$ cat src/rtl/interrupt_pkg.sv
// Shared types and constants for the interrupt sequencer: FSM states,
// interrupt sources, hardware vector addresses and push-select codes.
package interrupt_pkg;

    typedef enum logic [2:0] {
        ST_IDLE,
        ST_DUMMY1,
        ST_DUMMY2,
        ST_PUSH_PCH,
        ST_PUSH_PCL,
        ST_PUSH_P,
        ST_VEC_LO,
        ST_VEC_HI
    } state_t;

    typedef enum logic [2:0] {
        SRC_NONE,
        SRC_RESET,
        SRC_NMI,
        SRC_IRQ,
        SRC_BRK
    } src_t;

    localparam logic [15:0] VEC_NMI_LO   = 16'hFFFA;
    localparam logic [15:0] VEC_NMI_HI   = 16'hFFFB;
    localparam logic [15:0] VEC_RESET_LO = 16'hFFFC;
    localparam logic [15:0] VEC_RESET_HI = 16'hFFFD;
    localparam logic [15:0] VEC_IRQ_LO   = 16'hFFFE;
    localparam logic [15:0] VEC_IRQ_HI   = 16'hFFFF;

    localparam logic [1:0] PUSH_SEL_PCH = 2'd0;
    localparam logic [1:0] PUSH_SEL_PCL = 2'd1;
    localparam logic [1:0] PUSH_SEL_P   = 2'd2;

    // IRQ and BRK share a vector; NONE never reaches a vector state.
    function automatic logic [15:0] vector_addr(input src_t src, input logic hi);
        logic [15:0] addr;
        case (src)
            SRC_RESET: addr = hi ? VEC_RESET_HI : VEC_RESET_LO;
            SRC_NMI:   addr = hi ? VEC_NMI_HI : VEC_NMI_LO;
            default:   addr = hi ? VEC_IRQ_HI : VEC_IRQ_LO;
        endcase
        return addr;
    endfunction

endpackage

$ cat src/rtl/interrupt_priority.sv
// Combinational arbiter: reset > NMI > unmasked IRQ > BRK.
module interrupt_priority
    import interrupt_pkg::*;
(
    input  logic reset_req,
    input  logic nmi_req,
    input  logic irq_req,
    input  logic brk_req,
    input  logic i_flag,
    output src_t source
);

    always_comb begin
        if (reset_req) begin
            source = SRC_RESET;
        end else if (nmi_req) begin
            source = SRC_NMI;
        end else if (irq_req && !i_flag) begin
            source = SRC_IRQ;
        end else if (brk_req) begin
            source = SRC_BRK;
        end else begin
            source = SRC_NONE;
        end
    end

endmodule

$ cat src/rtl/interrupt_sequencer.sv
// 6502-style interrupt entry sequencer: two dummy cycles, three stack pushes,
// two vector fetches. Optional macro INTERRUPT_NMI_HIJACK_EN lets an NMI seen
// during PUSH_P redirect an IRQ/BRK sequence to the NMI vector.
module interrupt_sequencer
    import interrupt_pkg::*;
#(
    parameter logic [7:0] STACK_PAGE = 8'h01
) (
    input  logic        clk,
    input  logic        rst,
    input  logic        enableFFs,
    input  logic        resetDetected,
    input  logic        nmiGenerated,
    input  logic        irqGenerated,
    input  logic        brkDecoded,
    input  logic        instrBoundary,
    input  logic        iFlag,
    input  logic [7:0]  sp,
    output logic        seqActive,
    output logic [15:0] addrOut,
    output logic        addrValid,
    output logic        readNotWrite,
    output logic [1:0]  pushSel,
    output logic        spDec,
    output logic        loadPCL,
    output logic        loadPCH,
    output logic        setIFlag,
    output logic        bFlagOut,
    output logic        interruptAcknowleged
);

    src_t   arb_src;
    state_t state_reg, state_next;
    src_t   source_reg, source_next;

    interrupt_priority u_priority (
        .reset_req (resetDetected),
        .nmi_req   (nmiGenerated),
        .irq_req   (irqGenerated),
        .brk_req   (brkDecoded),
        .i_flag    (iFlag),
        .source    (arb_src)
    );

    always_comb begin
        state_next  = state_reg;
        source_next = source_reg;
        case (state_reg)
            ST_IDLE: begin
                if (instrBoundary && arb_src != SRC_NONE) begin
                    state_next  = ST_DUMMY1;
                    source_next = arb_src;
                end
            end
            ST_DUMMY1:   state_next = ST_DUMMY2;
            ST_DUMMY2:   state_next = ST_PUSH_PCH;
            ST_PUSH_PCH: state_next = ST_PUSH_PCL;
            ST_PUSH_PCL: state_next = ST_PUSH_P;
            ST_PUSH_P: begin
                state_next = ST_VEC_LO;
`ifdef INTERRUPT_NMI_HIJACK_EN
                if (nmiGenerated && (source_reg == SRC_IRQ || source_reg == SRC_BRK)) begin
                    source_next = SRC_NMI;
                end
`endif
            end
            ST_VEC_LO:   state_next = ST_VEC_HI;
            ST_VEC_HI: begin
                state_next  = ST_IDLE;
                source_next = SRC_NONE;
            end
            default: begin
                state_next  = ST_IDLE;
                source_next = SRC_NONE;
            end
        endcase
        // A reset request pre-empts whatever sequence is in flight.
        if (state_reg != ST_IDLE && resetDetected) begin
            state_next  = ST_DUMMY1;
            source_next = SRC_RESET;
        end
    end

    // Outputs are decoded from the upcoming state so they register alongside it.
    always_ff @(posedge clk or posedge rst) begin
        if (rst) begin
            state_reg            <= ST_IDLE;
            source_reg           <= SRC_NONE;
            seqActive            <= 1'b0;
            addrOut              <= 16'h0000;
            addrValid            <= 1'b0;
            readNotWrite         <= 1'b1;
            pushSel              <= PUSH_SEL_PCH;
            spDec                <= 1'b0;
            loadPCL              <= 1'b0;
            loadPCH              <= 1'b0;
            setIFlag             <= 1'b0;
            bFlagOut             <= 1'b0;
            interruptAcknowleged <= 1'b0;
        end else if (enableFFs) begin
            state_reg            <= state_next;
            source_reg           <= source_next;
            seqActive            <= (state_next != ST_IDLE);
            addrOut              <= 16'h0000;
            addrValid            <= 1'b0;
            readNotWrite         <= 1'b1;
            pushSel              <= PUSH_SEL_PCH;
            spDec                <= 1'b0;
            loadPCL              <= 1'b0;
            loadPCH              <= 1'b0;
            setIFlag             <= 1'b0;
            bFlagOut             <= 1'b0;
            interruptAcknowleged <= 1'b0;
            case (state_next)
                ST_PUSH_PCH, ST_PUSH_PCL, ST_PUSH_P: begin
                    addrOut      <= {STACK_PAGE, sp};
                    addrValid    <= 1'b1;
                    spDec        <= 1'b1;
                    readNotWrite <= (source_next == SRC_RESET);
                    if (state_next == ST_PUSH_PCH) begin
                        pushSel <= PUSH_SEL_PCH;
                    end else if (state_next == ST_PUSH_PCL) begin
                        pushSel <= PUSH_SEL_PCL;
                    end else begin
                        pushSel  <= PUSH_SEL_P;
                        bFlagOut <= (source_next == SRC_BRK);
                    end
                end
                ST_VEC_LO: begin
                    addrOut   <= vector_addr(source_next, 1'b0);
                    addrValid <= 1'b1;
                    loadPCL   <= 1'b1;
                end
                ST_VEC_HI: begin
                    addrOut              <= vector_addr(source_next, 1'b1);
                    addrValid            <= 1'b1;
                    loadPCH              <= 1'b1;
                    setIFlag             <= 1'b1;
                    interruptAcknowleged <= 1'b1;
                end
                default: ;
            endcase
        end
    end

endmodule

$ cat config.mk
export PLATFORM = sky130hd
export DESIGN_NAME = interrupt_sequencer
export DESIGN_NICKNAME = d
export VERILOG_FILES = /design/src/rtl/interrupt_pkg.sv /design/src/rtl/interrupt_priority.sv /design/src/rtl/interrupt_sequencer.sv
export SDC_FILE = /design/constraint.sdc
export NUM_CORES = 1
export LEC_CHECK = 0
export ABC_CLOCK_PERIOD_IN_PS = 2390
export CELL_PAD_IN_SITES_DETAIL_PLACEMENT = 0
export CELL_PAD_IN_SITES_GLOBAL_PLACEMENT = 1
export CORE_MARGIN = 2
export CORE_UTILIZATION = 32
export CTS_BUF_LIST = sky130_fd_sc_hd__clkbuf_8
export DETAILED_ROUTE_END_ITERATION = 8
export PLACE_DENSITY_LB_ADDON = 0.12
export SLEW_MARGIN = 30
export SYNTH_ARGS = -nofsm -noshare
export SYNTH_HDL_FRONTEND = slang
export SYNTH_HIERARCHICAL = 1
export SYNTH_SLANG_ARGS = --single-unit
$ cat constraint.sdc
create_clock -name clk -period 2.39 [get_ports clk]
set_clock_uncertainty 0.05 [all_clocks]
set_input_delay 0.3585 -clock clk [delete_from_list [all_inputs] [get_ports clk]]
set_output_delay 0.3585 -clock clk [all_outputs]
set_load 0.02 [all_outputs]
==> summary.txt <==
Yosys
  – Top cell type's share of synthesized area: 0.442
  – Syn Area/Cell: 10.4 um^2
  – Synth Register Bits: 25
  – Yosys cell types: 44
  – Mapped Cells: 130
  – Post-Syn Area: 1360 um^2
  – Synth area leaders: dfrtp_1 44%, a221o_1 5.2%, buf_4 4.4%
  – Sequential share of the synthesized area: 0.462
  – Post-synth top area cell: dfrtp_1
  – Syn_nets: 151
  – Yosys Warn Count: 6

Clock tree
  – Num CTS Buffers: 3
  – Clk sinks: 25
  – Clk root buf: clkbuf_8
  – CTS HTree Levels: 1
  – CTS tree: built
  – Clock Latency Late Sink: 0.27 ns
  – CTS Hold Bufs: 0
  – Clock Path Buffers: 2
  – Clk slew on worst S/H paths: 0.09 ns

Final layout
  – Diodes inserted: 0
  – Max FFs per register: 10
  – Final #Nets: 207
  – Share of layout cells above drive strength 1: 0.254
  – Area grow syn2layout: 49.7%
  – Filler cells: 382
  – Post-route cell area: 2030 um^2

Floorplan
  – Die Ht: 69.1 um
  – Die X: 69.1 um
  – Die area: 4780 um^2
  – FP Rows: 23
  – Starting density of the core: 0.337
  – Ports: 44
  – Core area: 4030 um^2

Detailed routing
  – Post-route ant nets: 0
  – Routed wire length: 3340 um
  – TritonRoute pass-1 iters: 4
  – DRC violations left: 0
  – DR vias: 1190
  – Starting DRT DRC Count: 30
  – Via density: 5.06
  – WL/cell: 14.2 um

STA
  – Least-Margin Pin Slew: 0.395 ns
  – Fin Hold WS: 0.389 ns
  – Final period util: 0.964
  – RSZ-0062 raised after global routing: no
  – Final setup viols: 0
  – Relative slew slack: 0.737
  – Final Hold Fails: 0
  – Slew Limit Fails: 0
  – F_max: 434 MHz
  – Tmin final: 2.30 ns

Global route
  – Largest net degree at the start of global routing: 26
  – Vias in the first global route: 1187
  – Initial antenna violation count: 0
  – Total grt overflow: 0
  – Global-route wire length before repair: 5530 um
  – GRT Total Usage: 0.140

Placed design
  – Placed Area: 1900 um^2
  – Port Buffer Count: 43
  – Final GP Congestion: 0.713
  – Dpl hpwl: 2430 um

Worst setup path
  – Crit-path max FO: 6
  – Critical Path Start Type: flop
  – Slowest cell delay on critical path: 0.59 ns
  – CP max stage cell: or4_4
  – Critical path class: flop to flop
  – Element type at the critical path end: flop
  – Crit path arrival time: 2.40 ns
  – CP Cell Sequence: inv_2, ha_4, nand2b_1, and2_4, or4_4, mux2i_4, a221o_1
  – WP data required: 2.49 ns

Power
  – Worst IR Drop VDD: 0.533 mV
  – PD cells: 1220 nW/um^2
  – P_leak: 0.896 nW

Outcome
  – Status: finished, final reports clean

Min path
  – HP Class: primary input to asynchronous set/reset pin

Run
  – Max-Cap Viols: 0
-- routing by layer --
metal	track usage	up-vias	share of wire
met3	0.0336	2	0.049
met1	0.189	572	0.45
li1	-	580	-
met5	0	-	0
met4	0.0196	0	0.0024
met2	0.233	36	0.50
-- per-stage QoR --
| stage | setup TNS, ns | power [mW] | instances | setup WS (ns) | utilization |
|---|---|---|---|---|---|
| after global routing | 0 | 2.65 | 235 | 0.00395 | 0.504 |
| after detailed placement | -6.10 | 2.06 | 228 | -0.404 | 0.471 |
| final | 0 | 2.49 | 235 | 0.0871 | 0.504 |
| after CTS | 0 | 2.41 | 234 | 0.0133 | 0.495 |
| after global placement | -5.45 | 2.05 | 228 | -0.376 | 0.471 |
| after floorplan | 0 | 1.52 | 130 | 0.0496 | - |
-- final cells by class --
type,count,area (um^2),area share
clock buffers,3,41.3,0.0203
inverters,7,26.3,0.0129
repair buffers,63,579,0.285
well taps,50,62.6,0.0308
multi-input cells,86,691,0.340
clock inverters,1,5.00,0.00246
flip-flops and latches,25,627,0.308
-- synthesized netlist by cell type --
library cell,n
nor3_1,2
nand2b_1,1
nand4b_1,1
nor2_2,1
or4_1,1
a311oi_1,1
a22o_1,1
clkbuf_1,4
o21ai_0,6
dfstp_2,1
and4b_1,1
dfrtp_1,24
a21oi_1,4
or3_1,1
inv_1,7
nand2b_4,1
a21boi_1,1
a221o_1,7
and3b_1,1
o211ai_1,1
o31ai_1,1
nand3_1,1
mux2_2,3
a211oi_1,1
ha_1,4
and2_1,8
a41oi_1,2
nor2b_1,3
mux2i_4,1
a311o_1,1
or4_4,1
a31oi_1,3
a32o_1,1
nor2_1,10
a41o_1,1
o21bai_1,1
nand2_1,6
nor4_1,1
a21o_1,2
or3b_1,1
buf_6,1
buf_4,8
a221oi_1,1
and2_4,1
-- worst max-delay path: cells and delay by family, from the launching register on --
| kind | cells | cell delay [ns] |
|---|---|---|
| simple gates | 3 | 0.83 |
| flops | 1 | 0.44 |
| compound gates | 1 | 0.33 |
| mux | 1 | 0.24 |
| fa+ha+maj | 1 | 0.17 |
| buf+inv | 1 | 0.12 |
-- power by group --
group,switching (mW),internal (mW),total [mW]
sequential,0.109,0.575,0.684
combinational,0.771,0.787,1.56
clock,0.130,0.116,0.246
-- repair_timing --
item,CTS,global route
buffers inserted,1,2
gates resized for setup,12,8
cloned,1,0
setup endpoints to repair,12,9
pin swaps,9,3
-- worst paths after layout --
kind / startpoint / to / slack, ns / cells past startpoint
hold reg to reg: readNotWrite / readNotWrite / 0.46 / 2
setup / recovery: state_reg[0] / addrOut[1] / 0.09 / 7
min in group clk: readNotWrite / readNotWrite / 0.46 / 2
hold / removal: rst / addrOut[14] / 0.39 / 3
max in group asynchronous: rst / readNotWrite / 1.60 / 3
setup reg to reg: state_reg[0] / addrOut[1] / 0.09 / 7
-- cell families after synthesis --
group / after synthesis / synth area share
AOI/OAI and AO/OA: 35 / 0.195
adders and majority gates: 4 / 0.0369
buffers and inverters: 20 / 0.0830
DFF: 25 / 0.462
muxes: 4 / 0.0415
and+or+nand+nor: 42 / 0.182
-- cells in the final DEF, fill, tap and decap left out, types with 2 or more instances in the layout --
master and instances:
a21oi_1 4, inv_1 5, nor3_2 2, o21ai_0 6, a21o_1 2, a31oi_1 3
nor2b_1 3, inv_2 2, nor2_1 9, clkdlybuf4s50_1 39, or4_4 2, buf_4 19
clkbuf_8 3, and2_1 8, ha_2 2, mux2_2 3, a41oi_1 2, nand2_1 6
dfrtp_1 24, a221o_1 7, dlygate4sd2_1 4
(Power assumes the default switching activity.)
